===== config.mk =====
export PLATFORM = sky130hd
export DESIGN_NAME = sterownik_kawiarki
export DESIGN_NICKNAME = d
export VERILOG_FILES = /design/src/rtl/sterownik_kawiarki.sv
export SDC_FILE = /design/constraint.sdc
export NUM_CORES = 1
export LEC_CHECK = 0
export CORE_UTILIZATION = 59
export CTS_CLUSTER_SIZE = 10
export DETAILED_ROUTE_END_ITERATION = 10
export PLACE_DENSITY = 0.82
export REMOVE_ABC_BUFFERS = 1
export SLEW_MARGIN = 0
export SYNTH_ARGS = -nofsm -noshare
export SYNTH_HDL_FRONTEND = slang
export SYNTH_SLANG_ARGS = --single-unit

===== constraint.sdc =====
create_clock -name clk -period 3.05 [get_ports clk]
set_input_delay 0.7625 -clock clk [delete_from_list [all_inputs] [get_ports clk]]
set_output_delay 0.7625 -clock clk [all_outputs]
set_load 0.005 [all_outputs]

===== src/rtl/sterownik_kawiarki.sv =====
// Brew-cycle controller: sequences heater, grinder and pump for one drink,
// supervises water, cup and heater timeout, and latches a fault code.
module sterownik_kawiarki #(
  parameter int unsigned GRIND_CYCLES    = 200,
  parameter int unsigned ESPRESSO_CYCLES = 500,
  parameter int unsigned LUNGO_CYCLES    = 1200,
  parameter int unsigned HEAT_TIMEOUT    = 4000
) (
  input  logic       clk,
  input  logic       reset,
  input  logic       start,
  input  logic       lungo,
  input  logic       abort,
  input  logic       heat_ready,
  input  logic       water_ok,
  input  logic       cup_present,
  input  logic       fault_clr,
  output logic       heater_en,
  output logic       grinder_en,
  output logic       pump_en,
  output logic       busy,
  output logic       done,
  output logic       fault,
  output logic [1:0] fault_code,
  output logic [2:0] state_out
);

  localparam logic [2:0] ST_IDLE  = 3'd0;
  localparam logic [2:0] ST_HEAT  = 3'd1;
  localparam logic [2:0] ST_GRIND = 3'd2;
  localparam logic [2:0] ST_BREW  = 3'd3;
  localparam logic [2:0] ST_DONE  = 3'd4;
  localparam logic [2:0] ST_FAULT = 3'd5;

  localparam logic [1:0] FC_NONE     = 2'b00;
  localparam logic [1:0] FC_NO_WATER = 2'b01;
  localparam logic [1:0] FC_HEAT_TO  = 2'b10;
  localparam logic [1:0] FC_NO_CUP   = 2'b11;

  localparam logic [15:0] HEAT_LAST     = 16'(HEAT_TIMEOUT - 1);
  localparam logic [15:0] GRIND_LAST    = 16'(GRIND_CYCLES - 1);
  localparam logic [15:0] ESPRESSO_LAST = 16'(ESPRESSO_CYCLES - 1);
  localparam logic [15:0] LUNGO_LAST    = 16'(LUNGO_CYCLES - 1);

  logic [2:0]  state_q, state_d;
  logic [15:0] cnt_q, cnt_d;
  logic        sel_q, sel_d;
  logic [1:0]  code_q, code_d;
  logic [15:0] brew_last_s;
  logic        timed_s;

  // State, counter, selection and fault-code registers
  always_ff @(posedge clk or negedge reset) begin
    if (!reset) begin
      state_q <= ST_IDLE;
      cnt_q   <= 16'd0;
      sel_q   <= 1'b0;
      code_q  <= FC_NONE;
    end else begin
      state_q <= state_d;
      cnt_q   <= cnt_d;
      sel_q   <= sel_d;
      code_q  <= code_d;
    end
  end

  assign brew_last_s = sel_q ? LUNGO_LAST : ESPRESSO_LAST;
  assign timed_s     = (state_q == ST_HEAT) || (state_q == ST_GRIND) || (state_q == ST_BREW);

  // Next-state logic; abort outranks supervision, which outranks progression
  always_comb begin
    state_d = state_q;
    sel_d   = sel_q;
    code_d  = code_q;
    case (state_q)
      ST_IDLE: begin
        if (start && !water_ok) begin
          state_d = ST_FAULT;
          code_d  = FC_NO_WATER;
        end else if (start && cup_present) begin
          state_d = ST_HEAT;
          sel_d   = lungo;
        end else begin
          state_d = ST_IDLE;
        end
      end
      ST_HEAT: begin
        if (abort) begin
          state_d = ST_IDLE;
        end else if (heat_ready) begin
          state_d = ST_GRIND;
        end else if (cnt_q == HEAT_LAST) begin
          state_d = ST_FAULT;
          code_d  = FC_HEAT_TO;
        end else begin
          state_d = ST_HEAT;
        end
      end
      ST_GRIND: begin
        if (abort) begin
          state_d = ST_IDLE;
        end else if (cnt_q == GRIND_LAST) begin
          state_d = ST_BREW;
        end else begin
          state_d = ST_GRIND;
        end
      end
      ST_BREW: begin
        if (abort) begin
          state_d = ST_IDLE;
        end else if (!water_ok) begin
          state_d = ST_FAULT;
          code_d  = FC_NO_WATER;
        end else if (!cup_present) begin
          state_d = ST_FAULT;
          code_d  = FC_NO_CUP;
        end else if (cnt_q == brew_last_s) begin
          state_d = ST_DONE;
        end else begin
          state_d = ST_BREW;
        end
      end
      ST_DONE: begin
        state_d = ST_IDLE;
      end
      ST_FAULT: begin
        if (fault_clr) begin
          state_d = ST_IDLE;
          code_d  = FC_NONE;
        end else begin
          state_d = ST_FAULT;
        end
      end
      default: begin
        state_d = ST_IDLE;
      end
    endcase

    // The counter restarts on any state entry
    if (state_d != state_q) begin
      cnt_d = 16'd0;
    end else if (timed_s) begin
      cnt_d = cnt_q + 16'd1;
    end else begin
      cnt_d = 16'd0;
    end
  end

  // Moore output decode from the state register only
  always_comb begin
    heater_en  = 1'b0;
    grinder_en = 1'b0;
    pump_en    = 1'b0;
    busy       = 1'b0;
    done       = 1'b0;
    fault      = 1'b0;
    case (state_q)
      ST_HEAT: begin
        heater_en = 1'b1;
        busy      = 1'b1;
      end
      ST_GRIND: begin
        heater_en  = 1'b1;
        grinder_en = 1'b1;
        busy       = 1'b1;
      end
      ST_BREW: begin
        heater_en = 1'b1;
        pump_en   = 1'b1;
        busy      = 1'b1;
      end
      ST_DONE: begin
        done = 1'b1;
        busy = 1'b1;
      end
      ST_FAULT: begin
        fault = 1'b1;
      end
      default: begin
        busy = 1'b0;
      end
    endcase
  end

  assign fault_code = code_q;
  assign state_out  = state_q;

endmodule


==> metrics.cfg <==
[run_status]
status = complete, no violations

[floorplanning]
core_area_sq_um = 2450
initial_core_util_pct = 61.9
die_x_um = 52.7
io-pin-count = 20
die_area_sq_um = 2780
die_y_um = 52.7
placementRows = 18

[drt]
vias = 1308
wl_um = 3550
drt-pass1-iter-count = 4
drt_iter0_drc = 67
ant_nets = 0
wl_per_cell_um = 17.5
post_drt_via_cell_ratio = 6.44
drc = 0

[sta]
tightest_slew_ns = 0.616
setup_tns_ns = 0
hold-worst-slack_ns = 0.533
slew_headroom_pct = 58.9
setup_viol_count_final = 0
finalHoldViolations = 0
period_needed_ns = 2.72
drv_slew = 0
layout_worst_path_cycle_share_pct = 89.2
rsz0062_at_grt = false
fin_skew_ns = 0.00713
fmax_mhz = 367

[yosys]
postSynthAreaPerCell_sq_um = 9.80
synth_fa_ha_area_share_pct = 0.824
yosys.cell_types.count = 44
synth_seq_area_share_pct = 36.2
yosysTopAreaCellShare_pct = 36.2
yosysMostFrequentCell = dfrtp_1
yosys-mux-area-fraction_pct = 2.22
synth-seq-cells = 22
synthCells = 155
ys_warn_count = 0
synth_compound_area_share_pct = 9.80
synthArstFlopShare_pct = 100
yosys.area_share.simple_pct = 38.1
synthFlopType = dfrtp_1
netlist_area_sq_um = 1520
synth_top_cell_by_area = dfrtp_1
netlist_top_cells_count = dfrtp_1 (22), nand2_1 (14), xor2_1 (11)
synth_edf_count = 0
synthTopCellsByArea = dfrtp_1 (36%), nor4_2 (8.2%), xor2_1 (6.3%)
synth_top_family_by_area = simple AND/OR/NAND/NOR gates
synth_xor_area_share_pct = 9.23

[clocking]
cts-root-buf = clkbuf_4
clock_latency_ns = 0.31
clk_pin_slew_ns = 0.12
cts_tree = done
h-tree-depth = 1
cts.sinks = 22
post_cts_buffers = 0
cts_hold_buf = 0
cts_max_path_buffers = 2
post_cts_resized = 0
numCtsBuffers = 3

[global_route]
grt-ovfl-total = 0
grt_max_degree = 23
grt_pass1_vias = 1255
grt_antenna_before_repair = 0
grt_pass1_wl_um = 5900
grt_usage_pct = 29.6

[setup_path]
cp_top_family = buffers and inverters
crit_buf_inv = 2
worst_ep_required_time_ns = 2.29
slowest_delay_ns = 0.66
rr_worst_depth = 6
worstSetupPathType = reg2out
cp-end-kind = output pin
crit_chain = inv_1 -> nor3_1 -> clkdlybuf4s50_1
worstPathMaxFanout = 14
cp_num_cells = 3
start_kind = flip-flop
cp_slowest_cell = dfrtp_1
crit_arrival_ns = 1.96

[pwr]
power_leakage_nw = 0.659
power_density_nw_per_um2 = 639
finalPower_mw = 1.13
ir_worst_vdd_mv = 0.561

[finish]
n_fill_cell = 187
area_delta_synth_final_pct = 16.8
seqCellArea_sq_um = 551
multi_input_area_sq_um = 913
drive_gt1_share_pct = 15.6
diodes = 0
final_net_count = 184
finish.utilization_pct = 72.3
finalInstanceArea_sq_um = 1770

[flow_run]
maxCapViolCount = 0

[place]
place_congestion = 0.975
numPortBuffers = 19
post_dp_cell_area_sq_um = 1720
dpl.hpwl_um = 2540

[min_path]
hold_class = reg2reg
hold_depth = 1

## logic make-up after synthesis
family | count (synthesis)
simple gates | 87
buf+inv | 10
mux | 3
compound gates | 16
fa+ha+maj | 1
xor+xnor | 16
flops | 22
## cells in the final DEF, fill, tap and decap left out, types with 2 or more instances in the layout
cell and count:
a21o_1 2, a21oi_1 2, a31oi_1 2, and2_1 3
and3_1 3, and4_1 3, buf_4 3, clkbuf_4 3
clkdlybuf4s50_1 19, dfrtp_1 22, inv_1 2, mux2_2 3
nand2_1 14, nand2b_1 3, nand3_1 10, nand4_1 4
nor2_1 9, nor2b_1 4, nor3_1 6, nor4_1 6
nor4_2 10, nor4b_1 2, nor4bb_1 3, o21ai_0 2
xnor2_1 5, xor2_1 11
## worst register-to-register path: stages, from the launching register on
cell,delay (ns)
dfrtp_1,0.76
nand2b_1,0.26
or4_1,0.50
nor3_1,0.31
a311o_1,0.18
buf_4,0.19
nor4_1,0.07
## metal layers
| layer | track usage [%] | share of wire (%) | vias to the layer above |
|---|---|---|---|
| met1 | 40.5 | 43 | 624 |
| met4 | 9.65 | 1.3 | 0 |
| met2 | 47.7 | 50 | 62 |
| li1 | - | - | 613 |
| met5 | 0 | 0 | - |
| met3 | 4.35 | 5.7 | 9 |
## final timing paths
| path | from | to | slack [ns] |
|---|---|---|---|
| max in group asynchronous | reset | cnt_q[4] | 2.06 |
| setup / recovery | state_out[2] | done | 0.33 |
| hold reg to reg | fault_code[0] | fault_code[0] | 0.53 |
| hold / removal | fault_code[0] | fault_code[0] | 0.53 |
| setup reg to reg | state_out[0] | cnt_q[3] | 0.68 |
| min in group asynchronous | reset | fault_code[1] | 0.77 |
## flip-flops by register name (all words and copies together) (netlist names)
| register | cells |
|---|---|
| cnt_q | 16 |
| state_out | 3 |
| fault_code | 2 |
| sel_q | 1 |
## through the flow
stage	worst slack [ns]	instances
6_report	0.328	203
5_1_grt	0.173	203
4_1_cts	0.321	203
3_5_place_dp	0.352	199
3_3_place_gp	0.417	199
2_1_floorplan	0.910	147
## report_power, final
group | switching, mW | internal [mW] | leakage [nW]
clock | 0.0901 | 0.133 | 0.0279
sequential | 0.0934 | 0.329 | 0.298
combinational | 0.247 | 0.241 | 0.333
total | 0.431 | 0.703 | 0.659
## cell type report
class | count | share of cell area, %
multi-input cells | 123 | 51.5
repair buffers | 22 | 12.0
clock inverters | 1 | 1.69
clock buffers | 3 | 1.27
well taps | 30 | 2.12
flip-flops and latches | 22 | 31.0
inverters | 2 | 0.423
No activity file was read; power rests on OpenSTA's default activity.
